$ cat config.mk
export PLATFORM = sky130hd
export DESIGN_NAME = dco_phase_detector
export DESIGN_NICKNAME = d
export VERILOG_FILES = /design/src/rtl/dpll_pkg.sv /design/src/rtl/ref_edge_sync.sv /design/src/rtl/dco_phase_detector.sv
export SDC_FILE = /design/constraint.sdc
export NUM_CORES = 1
export LEC_CHECK = 0
export BUFFER_PORTS_ARGS = -buffer_cell sky130_fd_sc_hd__buf_2
export CORE_ASPECT_RATIO = 0.9
export CORE_MARGIN = 2
export CORE_UTILIZATION = 54
export DETAILED_ROUTE_END_ITERATION = 6
export GPL_TIMING_DRIVEN = 1
export PLACE_DENSITY = 0.76
export SLEW_MARGIN = 5
export SYNTH_ARGS = -nofsm -noshare
export SYNTH_HDL_FRONTEND = slang
export SYNTH_SLANG_ARGS = --single-unit
$ cat constraint.sdc
create_clock -name dco_clk -period 3.25 [get_ports dco_clk]
set_input_delay 0.4875 -clock dco_clk [delete_from_list [all_inputs] [get_ports dco_clk]]
set_output_delay 0.4875 -clock dco_clk [all_outputs]
set_load 0.005 [all_outputs]
$ cat src/rtl/dpll_pkg.sv
// Shared types and helpers for the DCO-side phase detector of the DPLL.
package dpll_pkg;

  localparam int unsigned FCW_WIDTH = 16;
  localparam int unsigned FRAC_W    = 8;
  localparam int unsigned PE_W      = 16;

  typedef logic signed [PE_W-1:0] phase_err_t;

  typedef enum logic {
    IDLE  = 1'b0,
    TRACK = 1'b1
  } pd_state_e;

  // Accumulate a wide signed error into the 16-bit phase error, clamping at the rails.
  function automatic phase_err_t sat_add16(input phase_err_t acc, input logic signed [31:0] delta);
    logic signed [32:0] sum;
    sum = 33'(acc) + 33'(delta);
    if (sum > 33'sd32767) begin
      return 16'sh7fff;
    end else if (sum < -33'sd32768) begin
      return 16'sh8000;
    end
    return phase_err_t'(sum[15:0]);
  endfunction

endpackage

$ cat src/rtl/ref_edge_sync.sv
// Brings the asynchronous reference clock into the DCO domain and flags its rising edges.
module ref_edge_sync (
  input  logic clk,
  input  logic rst_n,
  input  logic async_in,
  output logic rise_c
);

  logic       meta;
  logic       sync;
  logic       sync_d;
  logic [1:0] sampled;
  logic       armed;

  // armed requires a genuine low sample after reset, so a reference that is
  // already high when reset releases is not mistaken for an edge.
  always_ff @(posedge clk) begin
    if (!rst_n) begin
      meta    <= 1'b0;
      sync    <= 1'b0;
      sync_d  <= 1'b0;
      sampled <= '0;
      armed   <= 1'b0;
    end else begin
      meta    <= async_in;
      sync    <= meta;
      sync_d  <= sync;
      sampled <= {sampled[0], 1'b1};
      armed   <= armed | (sampled[1] & ~sync);
    end
  end

  assign rise_c = sync & ~sync_d & armed;

endmodule

$ cat src/rtl/dco_phase_detector.sv
// Counts DCO cycles per reference period, compares against the FCW and
// accumulates a saturated phase error with lock and reference-loss status.
module dco_phase_detector
  import dpll_pkg::*;
#(
  parameter int unsigned FCW_W       = FCW_WIDTH,
  parameter int unsigned CNT_W       = 12,
  parameter int unsigned LOCK_TOL    = 64,
  parameter int unsigned LOCK_CYCLES = 4
) (
  input  logic             dco_clk,
  input  logic             dco_rst_n,
  input  logic             ref_clk,
  input  logic [FCW_W-1:0] fcw,
  output phase_err_t       phase_err,
  output logic             err_valid,
  output logic             locked,
  output logic             ref_lost
);

  localparam int unsigned MEAS_W = CNT_W + 1;
  localparam int unsigned ERR_W  = MEAS_W + FRAC_W;
  localparam int unsigned LC_W   = $clog2(LOCK_CYCLES + 1);
  localparam logic [CNT_W-1:0]        CNT_MAX = '1;
  localparam logic signed [ERR_W-1:0] TOL_P   = ERR_W'(LOCK_TOL);
  localparam logic signed [ERR_W-1:0] TOL_N   = -TOL_P;

  pd_state_e               state_q;
  pd_state_e               state_d;
  logic                    ref_edge;
  logic                    measure_c;
  logic                    lose_c;
  logic [CNT_W-1:0]        cnt;
  logic [MEAS_W-1:0]       meas_c;
  logic signed [ERR_W-1:0] ferr_c;
  logic signed [ERR_W-1:0] ferr_q;
  logic                    upd_q;
  logic                    in_tol_c;
  logic [LC_W-1:0]         lock_cnt;

  ref_edge_sync u_sync (
    .clk      (dco_clk),
    .rst_n    (dco_rst_n),
    .async_in (ref_clk),
    .rise_c   (ref_edge)
  );

  // meas_c is one wider than cnt so an edge on the saturated count yields 2^CNT_W.
  assign meas_c   = MEAS_W'(cnt) + MEAS_W'(1);
  assign ferr_c   = ERR_W'(fcw) - {meas_c, {FRAC_W{1'b0}}};
  assign in_tol_c = (ferr_q <= TOL_P) && (ferr_q >= TOL_N);

  always_ff @(posedge dco_clk) begin
    if (!dco_rst_n) begin
      state_q <= IDLE;
    end else begin
      state_q <= state_d;
    end
  end

  // An edge takes priority over counter saturation.
  always_comb begin
    state_d   = state_q;
    measure_c = 1'b0;
    lose_c    = 1'b0;
    unique case (state_q)
      IDLE: begin
        if (ref_edge) begin
          state_d = TRACK;
        end
      end
      TRACK: begin
        if (ref_edge) begin
          measure_c = 1'b1;
        end else if (cnt == CNT_MAX) begin
          state_d = IDLE;
          lose_c  = 1'b1;
        end
      end
      default: state_d = IDLE;
    endcase
  end

  always_ff @(posedge dco_clk) begin
    if (!dco_rst_n) begin
      cnt       <= '0;
      ferr_q    <= '0;
      upd_q     <= 1'b0;
      phase_err <= '0;
      err_valid <= 1'b0;
      locked    <= 1'b0;
      lock_cnt  <= '0;
      ref_lost  <= 1'b0;
    end else begin
      upd_q     <= measure_c;
      err_valid <= upd_q;
      if (measure_c) begin
        ferr_q <= ferr_c;
      end

      if (ref_edge) begin
        cnt <= '0;
      end else if (cnt != CNT_MAX) begin
        cnt <= cnt + CNT_W'(1);
      end

      if (ref_edge) begin
        ref_lost <= 1'b0;
      end else if (lose_c) begin
        ref_lost <= 1'b1;
      end

      if (lose_c) begin
        phase_err <= '0;
        lock_cnt  <= '0;
        locked    <= 1'b0;
      end else if (upd_q) begin
        phase_err <= sat_add16(phase_err, 32'(ferr_q));
        if (in_tol_c) begin
          if (lock_cnt != LC_W'(LOCK_CYCLES)) begin
            lock_cnt <= lock_cnt + LC_W'(1);
          end
          locked <= (lock_cnt >= LC_W'(LOCK_CYCLES - 1));
        end else begin
          lock_cnt <= '0;
          locked   <= 1'b0;
        end
      end
    end
  end

endmodule

# Word-level counts from Yosys, hierarchy flattened
# Cells that the tools add are included.
# word_totals
regBits	63
latchBits	0
ram_bits	0
rom_bits	0
in_bits	19
out_inout_bits	19
wordCells	61
mem_count	0
# classes
addsub	5
mul	0
n_div	0
n_lt_le_gt_ge	5
n_eq_ne	4
n_shift	0
muxes	20
bitwise	8
n_reduce_logical	4
# ops
cell	count
2-to-1 mux 16 bit	3
adder 16 x 21 -> 22 bit	1
> comparator 22 x 16 -> 1 bit, second input constant	1
less-than comparator 22 x 16 -> 1 bit, second input constant	1
greater-or-equal comparator 21 x 7 -> 1 bit, second input constant	1
less-or-equal comparator 21 x 8 -> 1 bit, second input constant	1
subtractor 16 x 21 -> 21 bit	1
2-to-1 mux 1 bit	14
adder 12 x 1 -> 13 bit, second input constant	1
adder 12 x 1 -> 12 bit, second input constant	1
== test 12 bit, second input constant	1
inequality test 12 bit, second input constant	1
2-to-1 mux 3 bit	2
inverter 1 bit	4
OR reduction 2 bit	2
adder 3 x 1 -> 3 bit, second input constant	1
AND 1 bit	3
greater-or-equal comparator 3 x 2 -> 1 bit, second input constant	1
inequality test 3 bit, second input constant	1
inequality test 2 x 1 -> 1 bit, second input constant	1
case mux 1 bit (2 select lines)	1
AND reduction 2 bit	1
logical AND 1 bit	1
OR 1 bit	1

# Depth between registers and ports, before layout
# Gate-level depths: netlist (run 1).
# depth
depth_word	8
depth_mapped	13
ltp_nobuf	13

# Cells and area by module
# Synthesis (run 1) repeated with hierarchy kept, for this count alone.
# unflattened
cells_unflattened	497
area_unflattened_um2	4076.4
# modules_own_cells
module	n_inst	cells_each	area_each_um2	seq_area_each_um2
dco_phase_detector	1	483	3910.0	1141.1
ref_edge_sync	1	14	166.4	120.1

# Worst setup path after synthesis (run 1)
# No wires, ideal clock.
# synth_path
kind	reg2reg
start	register phase_err[0]
end	register phase_err[10]
setup_time_ns	0.122
arrival_ns	2.958
slack_ns	0.170
path_stages_with_launch	12
synth_period_minus_slack_ns	3.080
path_cell_list	dfxtp_1 ha_1 fa_1 a211oi_2 o21ai_2 a41oi_2 or3_1 a31oi_1 or4b_4 o41ai_4 buf_6 a21oi_2
# synth_between
elab_chain_len	8
# synth_rtl
item	line_no	text
start: declaration	dco_phase_detector.sv:15	output phase_err_t phase_err,
start signal: assignment	dco_phase_detector.sv:118	phase_err <= sat_add16(phase_err, 32'(ferr_q));
adder 16 x 21 -> 22 bit (*)	dpll_pkg.sv:18	sum = 33'(acc) + 33'(delta);
less-than comparator 22 x 16 -> 1 bit	dpll_pkg.sv:21	end else if (sum < -33'sd32768) begin
2-to-1 mux 1 bit	dpll_pkg.sv:21	
2-to-1 mux 1 bit	dpll_pkg.sv:19	if (sum > 33'sd32767) begin
2-to-1 mux 1 bit	dco_phase_detector.sv:117	end else if (upd_q) begin
2-to-1 mux 1 bit	dco_phase_detector.sv:113	if (lose_c) begin
2-to-1 mux 1 bit	dco_phase_detector.sv:85	if (!dco_rst_n) begin
2-to-1 mux 16 bit (*)	dpll_pkg.sv:24	return phase_err_t'(sum[15:0]);
# Every way passes the cells marked *; elsewhere a longest branch is shown, timed or not. The select of a mux whose other input is x is not followed.
# A chain may end at the register's enable or synchronous reset.

# Final worst setup path (run 1)
# layout_path
start	register ferr_q[7]
end	register phase_err[11]
# layout_between
elab_chain_len	8
# layout_rtl
item	line_no	text
start: declaration	dco_phase_detector.sv:36	logic signed [ERR_W-1:0] ferr_q;
start signal: assignment	dco_phase_detector.sv:98	ferr_q <= ferr_c;
adder 16 x 21 -> 22 bit (*)	dpll_pkg.sv:18	
less-than comparator 22 x 16 -> 1 bit	dpll_pkg.sv:21	
2-to-1 mux 1 bit	dpll_pkg.sv:21	
2-to-1 mux 1 bit	dpll_pkg.sv:19	
2-to-1 mux 1 bit	dco_phase_detector.sv:117	
2-to-1 mux 1 bit	dco_phase_detector.sv:113	
2-to-1 mux 1 bit	dco_phase_detector.sv:85	
2-to-1 mux 16 bit (*)	dpll_pkg.sv:24	
# Marks and branches as above.

==> metrics.md, run 1 <==
| Metric | Value |
|---|---|
| Via count of the first global-routing pass | `approximately 3400` |
| Port-buffer cells | `37` |
| CP Capture Type | `flop` |
| Count of nets after finishing | `588` |
| Number of inserted filler cells in the final layout | `between 600 and 700` |
| Initial standard-cell utilization of the core | `0.549` |
| Die span in x | `approximately 96 um` |
| Prevailing post-synth register cell | `sky130_fd_sc_hd__dfxtp_1` |
| Fraction of registers with async set or reset after synthesis | `0` |
| Count of endpoints failing setup in the final report | `0` |
| Area of all placed cells without fillers | `~4800 um2` |
| Number of different library cells in the post-synthesis netlist | `64` |
| Final critical-path required period | `between 3000 and 4000 ps` |
| Max-slew violations | `0` |
| Pwr Density | `370 nW/um2` |
| CTS tree | `yes` |
| Most frequent standard cell in the layout excluding fill and tap cells | `sky130_fd_sc_hd__nand2_1` |
| Number of failing hold endpoints at the final stage | `0` |
| Site row count | `30` |
| Final HPWL DP | `approximately 7200 um` |
| Vertical die dimension | `about 87 um` |
| Routed vias | `3727` |
| Worst max-slew margin expressed relative to the limit | `0.495` |
| Outcome | `finished clean` |
| Core Region | `between 7000 and 8000 um2` |
| Final RePlAce weighted congestion | `just over 0.9` |
| First-iteration detailed-routing DRC count | `approximately 120` |
| Worst Tran Pin Value | `757 ps` |
| Mapped Cells | `roughly 500` |
| Share of post-route cells with drive strength above 1 | `0.200` |
| Antenna violations before repair | `0` |
| Post-synthesis sequential area ratio | `0.309` |
| Detailed Routing Iterations Pass 1 | `5` |
| Tightest hold margin | `343 ps` |
| Syn nets | `roughly 550` |
| Global-route usage over all layers | `0.244` |
| Via/cell ratio | `between 5 and 6` |
| Cell Area, Synth | `around 4100 um2` |
| Max-cap check violation count | `0` |
| Cell count after placement | `a little over 600` |
| Leakage | `0.00195 uW` |
| Final wirelength | `9840 um` |
| First-pass GRT wire length | `approximately 16000 um` |
| Worst voltage drop across the vdd grid | `about 0.26 mV` |
| Share of the clock period used by the worst path | `0.997` |
| Clock input transition at the sequential cells of the worst setup and hold paths | `~80 ps` |
| Hold/Removal Path Class | `input port to flop` |
| Non-filler cells in the finished layout | `between 600 and 700` |
| Kind of critical path | `flop to flop` |
| Layout overhead on the synthesized area | `16.5%` |
| Top-Level Pins | `38` |
| Maximum level of the CTS H-tree | `3` |
| Critical Path Start Type | `flop` |
| Number of buffers added by the clock tree synthesis step | `9` |
| Pin count of the biggest net entering global routing | `36` |
| Total congestion overflow after global routing | `0` |
| Critical path startpoint | `ferr_q[7]` |
| Maximum clock insertion buffer count | `2` |
| Worst-skew pair later-pin latency | `350 ps` |
| Residual DRC count | `0` |
| Cell area after placement | `between 4000 and 5000 um2` |
| Clock tree skew after final layout | `just over 10 ps` |
| Final antenna diode count | `0` |
| Antenna-violating nets left | `0` |
| Worst path arrival time | `about 3500 ps` |
| Overall die area | `between 8000 and 9000 um2` |
| Maximum fanout encountered on the critical timing path | `7` |
| Required time of the critical path | `roughly 3500 ps` |
| CTS Root Buffer Type | `sky130_fd_sc_hd__clkbuf_8` |
| WL/cell | `15.5 um` |
| Number of enable-type register cells in the synthesized netlist | `0` |
| Per-instance average area after synthesis | `8.20 um2` |
| Warnings from Yosys | `0` |
| Reg2reg start | `ferr_q[7]` |
| Total negative slack | `0 ps` |
| Fmax | `309 MHz` |
| Flop and latch count out of synthesis | `63` |
| Most frequent cells in the layout | `70 x sky130_fd_sc_hd__nand2_1, 56 x sky130_fd_sc_hd__dfxtp_1, 45 x sky130_fd_sc_hd__a21oi_1, 37 x sky130_fd_sc_hd__buf_2, 31 x sky130_fd_sc_hd__o21ai_0` |
| Worst Min Path Start | `ref_clk` |
| Post-layout utilization of the core | `0.640` |
| # clock sinks | `63` |
[per-stage QoR]
| step | total power (uW) | setup slack [ps] |
|---|---|---|
| after CTS | 1780 | 133 |
| after global routing | 1820 | -37.6 |
| after floorplan | 872 | 170 |
| after detailed placement | 904 | 144 |
| after global placement | 901 | 208 |
| final | 1760 | 10.1 |
[state kept, by name, summed over array words and instances, names as in the netlist]
| signal | cells |
|---|---|
| u_sync.sampled | 2 |
| err_valid | 1 |
| u_sync.sync_d | 1 |
| u_sync.armed | 1 |
| state_q | 1 |
| u_sync.meta | 1 |
| locked | 1 |
| lock_cnt | 3 |
| u_sync.sync | 1 |
| cnt | 12 |
| ferr_q | 21 |
| ref_lost | 1 |
| phase_err | 16 |
| upd_q | 1 |
[path summary, 6_finish.rpt]
| kind | end | slack [ps] | cells after the start |
|---|---|---|---|
| min reg2reg | ref_lost | 440 | 2 |
| max | phase_err[11] | 10 | 12 |
| min | u_sync.meta | 340 | 2 |
| max reg2reg | phase_err[11] | 10 | 12 |
[per-layer routing]
metal / global-route usage / share of wire / vias to the layer above
met5: 0 / 0 / -
met1: 0.323 / 0.46 / 1738
met3: 0.0443 / 0.047 / 21
met4: 0.0961 / 0.023 / 0
li1: - / - / 1865
met2: 0.395 / 0.47 / 103
[logic make-up (layout without fill, tap and decap cells)]
family,count (synthesis),after routing,share of synthesized area
buf+inv,41,82,0.0426
xor+xnor,33,33,0.0726
compound gates,153,153,0.253
mux,3,3,0.00735
simple gates,170,170,0.204
flops,63,63,0.309
fa+ha+maj,35,35,0.111
[where the power goes]
part	switching (uW)	internal [uW]	leakage, uW
registers	6.32	779	0.000513
logic	54.1	47.1	0.00131
clock network	338	536	0.000127
total	398	1360	0.00195
[cell usage after synthesis (all sizes together) (2+ instances only)]
cell     n  area, um2
nor3     2       10.0
o311ai   2       17.5
o31a     2       17.5
or4      2       15.0
and2    11       68.8
a21oi   57        327
a21o     6       46.3
dfxtp   63       1260
nor2b    8       50.1
o211a    3       30.0
ha      33        413
a211oi   3       32.5
xnor2   17        156
and3     9       56.3
o211ai   7       52.6
o21ai   37        189
buf      9       53.8
nand3   20        100
o31ai    3       22.5
nand2   70        263
clkbuf  14       52.6
nor4     3       18.8
a31oi    4       40.0
a311oi   3       26.3
or3      2       12.5
a21boi  12       90.1
fa       2       40.0
o21a     2       15.0
nand2b   8       50.1
inv     17       63.8
a41oi    3       33.8
mux2i    3       30.0
nand4    8       50.1
nor2    20       77.6
xor2    16        140
[timing repair]
action                     in CTS  in global routing
setup endpoints to repair       0                 15
hold buffers                    0                  0
buffers inserted                0                  2
gates resized for setup         0                 22
[critical path: stages, from the launching register on]
cell,delay (ps)
sky130_fd_sc_hd__dfxtp_1,380
sky130_fd_sc_hd__ha_1,410
sky130_fd_sc_hd__a21oi_1,170
sky130_fd_sc_hd__o21ai_0,240
sky130_fd_sc_hd__a41oi_2,60
sky130_fd_sc_hd__buf_4,160
sky130_fd_sc_hd__o32ai_1,310
sky130_fd_sc_hd__a31oi_1,100
sky130_fd_sc_hd__or4b_4,570
sky130_fd_sc_hd__o41ai_4,320
sky130_fd_sc_hd__buf_4,200
sky130_fd_sc_hd__clkbuf_16,160
sky130_fd_sc_hd__a21oi_2,50
[final cells by class]
class / instances / area, um2 / area share
Clock buffer: 10 / 138 / 0.0289
Clock inverter: 6 / 116 / 0.0245
Inverter: 18 / 67.6 / 0.0142
Multi-Input combinational cell: 394 / 2730 / 0.575
Sequential cell: 63 / 1270 / 0.267
Tap cell: 96 / 120 / 0.0253
Timing Repair Buffer: 48 / 310 / 0.0652
No activity file was read; power rests on OpenSTA's default activity.
==> run 2, diff against run 1 <==
--- a/config.mk
+++ b/config.mk
@@ -6,12 +6,13 @@
 export NUM_CORES = 1
 export LEC_CHECK = 0
 export BUFFER_PORTS_ARGS = -buffer_cell sky130_fd_sc_hd__buf_2
-export CORE_ASPECT_RATIO = 0.9
+export CORE_ASPECT_RATIO = 2
 export CORE_MARGIN = 2
 export CORE_UTILIZATION = 54
 export DETAILED_ROUTE_END_ITERATION = 6
 export GPL_TIMING_DRIVEN = 1
 export PLACE_DENSITY = 0.76
+export SETUP_SLACK_MARGIN = 0.4
 export SLEW_MARGIN = 5
 export SYNTH_ARGS = -nofsm -noshare
 export SYNTH_HDL_FRONTEND = slang
==> metrics.md, run 2 (synthesis results as in run 1) <==
| Metric | Value |
|---|---|
| Registers with the most flip-flops | `ferr_q: 21 flops, phase_err: 16 flops, cnt: 12 flops` |
| Detailed Routing Iterations Pass 1 | `4` |
| Final antenna diode count | `0` |
| Reg2reg start | `ferr_q[5]` |
| Area of all placed cells without fillers | `between 5000 and 6000 um2` |
| CTS tree | `yes` |
| Final wirelength | `10700 um` |
| Residual DRC count | `0` |
| First-iteration detailed-routing DRC count | `around 230` |
| Via count of the first global-routing pass | `approximately 3900` |
| First-pass GRT wire length | `between 15000 and 20000 um` |
| RSZ-0062 raised after global routing | `true` |
| Most frequent cells in the layout | `70 x sky130_fd_sc_hd__nand2_1, 57 x sky130_fd_sc_hd__dfxtp_1, 37 x sky130_fd_sc_hd__buf_2, 36 x sky130_fd_sc_hd__a21oi_1, 27 x sky130_fd_sc_hd__o21ai_0` |
| Critical Path Start Type | `flop` |
| CP delay by family, top | `compound AO/OA/AOI/OAI gates` |
| Clock input transition at the sequential cells of the worst setup and hold paths | `about 60 ps` |
| Count of endpoints failing setup in the final report | `0` |
| Worst Path Buf+Inv | `2` |
| Worst R2R Setup Slack | `around 240 ps` |
| Die span in x | `roughly 65 um` |
| Tightest hold margin | `356 ps` |
| Total power draw | `1910 uW` |
| Top-Level Pins | `38` |
| Hold/Removal Path Class | `input port to flop` |
| Worst max-slew margin expressed relative to the limit | `0.510` |
| Max-cap check violation count | `0` |
| Port-buffer cells | `37` |
| Maximum clock insertion buffer count | `2` |
| Via/cell ratio | `~6` |
| Share of post-route cells with drive strength above 1 | `0.244` |
| WL/cell | `approximately 17 um` |
| Global-route usage over all layers | `0.272` |
| Worst Hold Endpoint | `u_sync.meta` |
| Kind of critical path | `flop to flop` |
| Outcome | `finished clean` |
| Number of buffers added by the clock tree synthesis step | `9` |
| Total negative slack | `0 ps` |
| Antenna violations before repair | `0` |
| Cell-by-cell trace of the critical path | `ha_1, o211ai_1, o21ai_2, a41oi_2, o32ai_1, a31oi_2, or4b_4, o41ai_4, buf_4, buf_12, a21oi_1` |
| Flip-flop count of the largest register, all copies and words added | `21` |
| Required time of the critical path | `around 3500 ps` |
| Clock tree skew after final layout | `5.76 ps` |
| Final critical-path required period | `3010 ps` |
| CP max stage delay | `~550 ps` |
| Vertical die dimension | `127 um` |
| Pin count of the biggest net entering global routing | `36` |
| Final HPWL DP | `slightly below 8000 um` |
| Maximum level of the CTS H-tree | `3` |
| Largest Register | `ferr_q` |
| Overall die area | `between 8000 and 9000 um2` |
| Layout overhead on the synthesized area | `22.5%` |
| Max-slew violations | `0` |
| Initial standard-cell utilization of the core | `0.558` |
| Core Region | `around 7300 um2` |
| Worst path arrival time | `between 3000 and 4000 ps` |
| Routed vias | `roughly 3900` |
| Fmax | `about 330 MHz` |
| Share of the clock period used by the worst path | `0.926` |
| Cell area after placement | `4420 um2` |
| CTS Root Buffer Type | `sky130_fd_sc_hd__clkbuf_16` |
| Antenna-violating nets left | `0` |
| CP Capture Type | `flop` |
| Worst voltage drop across the vdd grid | `approximately 0.35 mV` |
| # clock sinks | `63` |
| Reg-to-reg critical path endpoint | `phase_err[1]` |
| Site row count | `44` |
| Post-layout utilization of the core | `0.683` |
| Count of nets after finishing | `603` |
| Most frequent standard cell in the layout excluding fill and tap cells | `sky130_fd_sc_hd__nand2_1` |
| Maximum fanout encountered on the critical timing path | `8` |
| Worst Min Path Start | `ref_clk` |
| Hold Crit Depth | `2` |
| Pwr Density | `381 nW/um2` |
| Leakage | `~0.0021 uW` |
| Final RePlAce weighted congestion | `0.956` |
| Worst-skew pair later-pin latency | `about 340 ps` |
| Worst Tran Pin Value | `about 740 ps` |
| Total congestion overflow after global routing | `0` |
| Critical path's slowest cell | `sky130_fd_sc_hd__or4b_4` |
| Worst Reg-to-Reg Cells | `11` |
| Number of failing hold endpoints at the final stage | `0` |
## run 2: changes by cell type in the layout (fill, tap and decap cells not counted), sizes merged
| cell | change |
|---|---|
| buf | +15 |
| bufinv | -2 |
| clkbuf | +2 |
| clkinv | +1 |
| inv | -1 |
## run 2: timing repair
action                     in CTS  in global routing
setup endpoints to repair      15                 21
setup buffers                   7                  5
pin swaps                       9                  7
gates resized for setup        18                 21
hold buffers                    0                  0
cloned                          1                  0
## run 2: power by group
group | leakage, uW | total [uW] | switching, uW | internal [uW]
Sequential | 0.000512 | 787 | 6.51 | 780
Combinational | 0.00140 | 104 | 55.3 | 48.5
Clock | 0.000159 | 1020 | 358 | 657
## run 2: worst max-delay path by stage
stage | end | slack [ps] | start | depth (start not counted)
floorplan | phase_err[10] | 240 | phase_err[0] | 11
global placement | phase_err[3] | 170 | ferr_q[10] | 11
detailed placement | phase_err[1] | 110 | ferr_q[0] | 11
CTS | phase_err[9] | 220 | ferr_q[0] | 11
global route | phase_err[1] | 140 | phase_err[5] | 11
finish | phase_err[1] | 240 | ferr_q[5] | 11
## run 2: routing by layer
layer,share of wire,up-vias,track usage
met3,0.036,65,0.0634
met2,0.54,110,0.511
met4,0.072,0,0.178
li1,-,1884,-
met5,0,-,0
met1,0.35,1810,0.246
## run 2: through the flow
step / cells / setup WS (ps)
after floorplan: 498 / 238
after detailed placement: 617 / 111
after CTS: 641 / 223
after global routing: 646 / 135
final: 646 / 239
after global placement: 617 / 175
## run 2: area by class of cell
cell class                      instances  area (um2)
Multi-Input combinational cell        394        2810
Fill cell                             575        2320
Sequential cell                        63        1270
Timing Repair Buffer                   63         423
Clock buffer                           12         267
Tap cell                               92         115
Inverter                               18        67.6
Clock inverter                          4        52.6
==> run 3, diff against run 2 <==
--- a/config.mk
+++ b/config.mk
@@ -8,10 +8,10 @@
 export BUFFER_PORTS_ARGS = -buffer_cell sky130_fd_sc_hd__buf_2
 export CORE_ASPECT_RATIO = 2
 export CORE_MARGIN = 2
-export CORE_UTILIZATION = 54
+export CORE_UTILIZATION = 60
 export DETAILED_ROUTE_END_ITERATION = 6
 export GPL_TIMING_DRIVEN = 1
-export PLACE_DENSITY = 0.76
+export PLACE_DENSITY = 0.8
 export SETUP_SLACK_MARGIN = 0.4
 export SLEW_MARGIN = 5
 export SYNTH_ARGS = -nofsm -noshare
==> constraint.sdc (replaced) <==
create_clock -name dco_clk -period 2.8 [get_ports dco_clk]
set_input_delay 0.42 -clock dco_clk [delete_from_list [all_inputs] [get_ports dco_clk]]
set_output_delay 0.42 -clock dco_clk [all_outputs]
set_load 0.005 [all_outputs]
==> metrics.md, run 3 <==
| Metric | Value |
|---|---|
| Outcome | `aborted with a tool error` |
| Last stage the flow got to | `global routing (5_1_grt)` |
| Error | `[ERROR GRT-0232] Routing congestion too high. Check the congestion heatmap in the GUI.` |
| Die span in x | `between 60 and 70 um` |
| Maximum clock insertion buffer count | `2` |
| Post-synthesis sequential area ratio | `0.309` |
| Pin count of the biggest net entering global routing | `35` |
| Maximum level of the CTS H-tree | `3` |
| Share of the synthesized area in the top cell type | `0.309` |
| Port-buffer cells | `37` |
| Main combinational cell family by area after synthesis | `compound AO/OA/AOI/OAI gates` |
| Final HPWL DP | `between 8000 and 9000 um` |
| Global-route usage over all layers | `0.615` |
| Flop and latch count out of synthesis | `63` |
| Number of enable-type register cells in the synthesized netlist | `0` |
| Mux contribution to synthesized area | `0.00735` |
| Worst endpoint kind after the last repair | `sequential cell input` |
| Area fraction in and, or, nand and nor cells after synthesis | `0.204` |
| CTS Root Buffer Type | `sky130_fd_sc_hd__clkbuf_16` |
| Number of buffers added by the clock tree synthesis step | `9` |
| Cell Area, Synth | `between 4000 and 5000 um2` |
| Total congestion overflow after global routing | `4` |
| Warnings from Yosys | `0` |
| Number of different library cells in the post-synthesis netlist | `64` |
| End pin of the worst setup path after global-route repair | `phase_err[11]$_SDFFE_PP0P_/D` |
| Initial standard-cell utilization of the core | `0.617` |
| Area fraction in compound gates after synthesis | `0.253` |
| Top-Level Pins | `38` |
| # clock sinks | `63` |
| Post-synth top area cell | `sky130_fd_sc_hd__dfxtp_1` |
| Fraction of registers with async set or reset after synthesis | `0` |
| Prevailing post-synth register cell | `sky130_fd_sc_hd__dfxtp_1` |
| Final RePlAce weighted congestion | `just over 0.9` |
| Mapped Cells | `approximately 500` |
| Site row count | `42` |
| Per-instance average area after synthesis | `between 8 and 9 um2` |
| Area share of xor/xnor cells in the synthesized design | `0.0726` |
| Syn nets | `between 500 and 600` |
| Adder and majority gate portion of the synthesized area | `0.111` |
| Vertical die dimension | `121 um` |
| Dominant cells by area after synthesis | `sky130_fd_sc_hd__dfxtp_1 31%, sky130_fd_sc_hd__ha_1 10%, sky130_fd_sc_hd__nand2_1 6.4%` |
| Most frequent cells after synthesis | `70 x sky130_fd_sc_hd__nand2_1, 63 x sky130_fd_sc_hd__dfxtp_1, 46 x sky130_fd_sc_hd__a21oi_1` |
| Most frequent cell after synthesis | `sky130_fd_sc_hd__nand2_1` |
run 3: cell families after synthesis:
| family | after synthesis |
|---|---|
| mux | 3 |
| compound gates | 153 |
| buf+inv | 41 |
| simple gates | 170 |
| flops | 63 |
| xor+xnor | 33 |
| fa+ha+maj | 35 |
run 3: metrics by stage:
step	setup TNS [ps]	cells	util	cell area, um2	setup WS, ps
after floorplan	-2390	498	-	4100	-212
after global placement	-2200	687	0.750	4970	-161
after CTS	-3240	724	0.846	5600	-235
after detailed placement	-3180	687	0.750	4970	-231
run 3: timing repair:
action	4_1_cts
pin swaps	15
gates resized for setup	46
hold buffers	0
cloned	0
endpoints found under the setup margin	24
buffers inserted	22
run 3: per-layer routing:
| layer | overflow | GRT usage |
|---|---|---|
| met2 | 2 | 0.925 |
| met5 | 0 | 0 |
| met1 | 0 | 0.554 |
| met4 | 2 | 0.717 |
| met3 | 0 | 0.298 |
==> run 4, diff against run 3 <==
--- a/config.mk
+++ b/config.mk
@@ -6,13 +6,11 @@
 export NUM_CORES = 1
 export LEC_CHECK = 0
 export BUFFER_PORTS_ARGS = -buffer_cell sky130_fd_sc_hd__buf_2
-export CORE_ASPECT_RATIO = 2
 export CORE_MARGIN = 2
-export CORE_UTILIZATION = 60
+export CORE_UTILIZATION = 40
 export DETAILED_ROUTE_END_ITERATION = 6
 export GPL_TIMING_DRIVEN = 1
-export PLACE_DENSITY = 0.8
-export SETUP_SLACK_MARGIN = 0.4
+export PLACE_DENSITY_LB_ADDON = 0.15
 export SLEW_MARGIN = 5
 export SYNTH_ARGS = -nofsm -noshare
 export SYNTH_HDL_FRONTEND = slang
==> metrics.md, run 4 (synthesis results as in run 1) <==
| Metric | Value |
|---|---|
| Share of the clock period used by the worst path | `1.04` |
| Max-cap check violation count | `0` |
| Worst Tran Pin Value | `between 600 and 700 ps` |
| Layout overhead on the synthesized area | `33.0%` |
| Largest Register | `ferr_q` |
| Worst max-slew margin expressed relative to the limit | `0.565` |
| Pwr Density | `~360 nW/um2` |
| Worst Path Buf+Inv | `2` |
| Worst-skew pair later-pin latency | `around 340 ps` |
| Maximum clock insertion buffer count | `2` |
| Clock input transition at the sequential cells of the worst setup and hold paths | `around 70 ps` |
| WL/cell | `14.5 um` |
| Fmax | `344 MHz` |
| Violated checks | `setup timing` |
| Residual DRC count | `0` |
| Most repeated library cell on the critical path | `sky130_fd_sc_hd__a21oi_2` |
| Via count of the first global-routing pass | `between 3000 and 4000` |
| Vertical die dimension | `between 100 and 150 um` |
| Worst path arrival time | `~3100 ps` |
| Count of endpoints failing setup in the final report | `15` |
| Total congestion overflow after global routing | `0` |
| Worst R2R Setup Slack | `-110 ps` |
| Initial standard-cell utilization of the core | `0.414` |
| Core Region | `9860 um2` |
| Reg-to-reg critical path endpoint | `phase_err[1]` |
| Required time of the critical path | `between 3000 and 4000 ps` |
| Worst voltage drop across the vdd grid | `around 0.23 mV` |
| Count of nets after finishing | `around 670` |
| CP Capture Type | `flop` |
| Reg2reg start | `ferr_q[0]` |
| Non-filler cells in the finished layout | `750` |
| Worst Hold Endpoint | `u_sync.meta` |
| Kind of critical path | `flop to flop` |
| Hold/Removal Path Class | `input port to flop` |
| Antenna-violating nets left | `0` |
| Most frequent cells in the layout | `86 x sky130_fd_sc_hd__buf_4, 70 x sky130_fd_sc_hd__nand2_1, 57 x sky130_fd_sc_hd__dfxtp_1, 40 x sky130_fd_sc_hd__a21oi_1, 37 x sky130_fd_sc_hd__buf_2` |
| Number of failing hold endpoints at the final stage | `0` |
| Hold Crit Depth | `2` |
| Final antenna diode count | `0` |
| CP max stage delay | `between 500 and 600 ps` |
| Worst Min Path Start | `ref_clk` |
| Routed vias | `around 3900` |
| Site row count | `36` |
| Registers with the most flip-flops | `ferr_q: 21 flops, phase_err: 16 flops, cnt: 12 flops` |
| Critical path's slowest cell | `sky130_fd_sc_hd__or4b_4` |
| Global-route usage over all layers | `0.200` |
| Antenna violations before repair | `0` |
| Cell count after placement | `between 700 and 800` |
| First-pass GRT wire length | `around 18000 um` |
| Clock tree skew after final layout | `8.44 ps` |
| Flip-flop count of the largest register, all copies and words added | `21` |
| Top-Level Pins | `38` |
| Final HPWL DP | `approximately 8300 um` |
| RSZ-0062 raised after global routing | `true` |
| Most frequent standard cell in the layout excluding fill and tap cells | `sky130_fd_sc_hd__buf_4` |
| Pin count of the biggest net entering global routing | `31` |
| Detailed Routing Iterations Pass 1 | `4` |
| Final RePlAce weighted congestion | `roughly 0.90` |
| Maximum level of the CTS H-tree | `3` |
| Crit path setup slack, layout | `-105 ps` |
| First-iteration detailed-routing DRC count | `approximately 140` |
| Die span in x | `between 100 and 150 um` |
| Max-slew violations | `0` |
| Number of buffers added by the clock tree synthesis step | `9` |
| Cell-by-cell trace of the critical path | `ha_4, buf_4, a211oi_4, o21bai_1, a21oi_2, o31a_1, o211ai_1, nor2b_1, or4b_4, o41ai_4, buf_6, a21oi_2` |
| Final critical-path required period | `around 2900 ps` |
| Overall die area | `about 11000 um2` |
| Port-buffer cells | `37` |
| Maximum fanout encountered on the critical timing path | `8` |
| CP delay by family, top | `compound AO/OA/AOI/OAI gates` |
| Leakage | `around 0.0023 uW` |
| # clock sinks | `63` |
| Via/cell ratio | `5.19` |
| CTS tree | `yes` |
| Outcome | `finished, violations left` |
| Post-layout utilization of the core | `0.550` |
| Final wirelength | `between 10000 and 15000 um` |
| Critical Path Start Type | `flop` |
| Worst Reg-to-Reg Cells | `12` |
| Share of post-route cells with drive strength above 1 | `0.313` |
| CTS Root Buffer Type | `sky130_fd_sc_hd__clkbuf_8` |
-- run 4: routing by layer --
layer,share of wire,global-route usage,vias to the layer above,wire (um)
met5,0,0,-,0
met4,0.021,0.0800,0,226
met3,0.032,0.0299,16,348
met2,0.47,0.327,51,5070
met1,0.48,0.265,1816,5210
li1,-,-,2006,-
-- run 4: cell type report --
cell class | instances | area [um2]
clock inverters | 3 | 65.1
well taps | 133 | 166
multi-input cells | 394 | 2840
inverters | 18 | 67.6
repair buffers | 126 | 865
fillers | 968 | 4430
flip-flops and latches | 63 | 1270
clock buffers | 13 | 159
-- run 4: power breakdown --
part           internal, uW  switching, uW  leakage (uW)
Clock                   550            359      0.000114
Sequential              903           6.56      0.000513
Combinational          58.8           66.1       0.00172
-- run 4: metrics by stage --
step | setup WS (ps) | power, uW | area, um2 | hold WS (ps) | setup TNS [ps]
2_1_floorplan | -212 | 1010 | 4100 | 412 | -2390
3_3_place_gp | -215 | 1050 | 4990 | 422 | -2990
3_5_place_dp | -271 | 1050 | 4990 | 424 | -3720
4_1_cts | -82.9 | 1970 | 5340 | 273 | -943
5_1_grt | -218 | 2020 | 5430 | 278 | -2890
6_report | -105 | 1940 | 5430 | 289 | -1140
-- run 4: worst max path at each step --
| stage | start | end | cells past startpoint |
|---|---|---|---|
| after floorplan | phase_err[0] | phase_err[10] | 11 |
| after global placement | ferr_q[0] | phase_err[0] | 11 |
| after detailed placement | ferr_q[0] | phase_err[4] | 11 |
| after CTS | ferr_q[0] | phase_err[1] | 12 |
| after global routing | ferr_q[0] | phase_err[3] | 12 |
| final | ferr_q[0] | phase_err[1] | 12 |
-- run 4: worst reg2reg max path: stages, from the launching register on --
cell and delay, ps:
sky130_fd_sc_hd__dfxtp_2 340, sky130_fd_sc_hd__ha_4 160, sky130_fd_sc_hd__buf_4 140, sky130_fd_sc_hd__a211oi_4 240
sky130_fd_sc_hd__o21bai_1 140, sky130_fd_sc_hd__a21oi_2 180, sky130_fd_sc_hd__o31a_1 190, sky130_fd_sc_hd__o211ai_1 100
sky130_fd_sc_hd__nor2b_1 150, sky130_fd_sc_hd__or4b_4 550, sky130_fd_sc_hd__o41ai_4 310, sky130_fd_sc_hd__buf_6 220
sky130_fd_sc_hd__a21oi_2 70
-- run 4: what timing repair did --
action,in CTS,in global routing
gates resized for setup,20,16
hold buffers,0,0
setup endpoints to repair,15,18
pin swaps,17,7
setup buffers,2,1
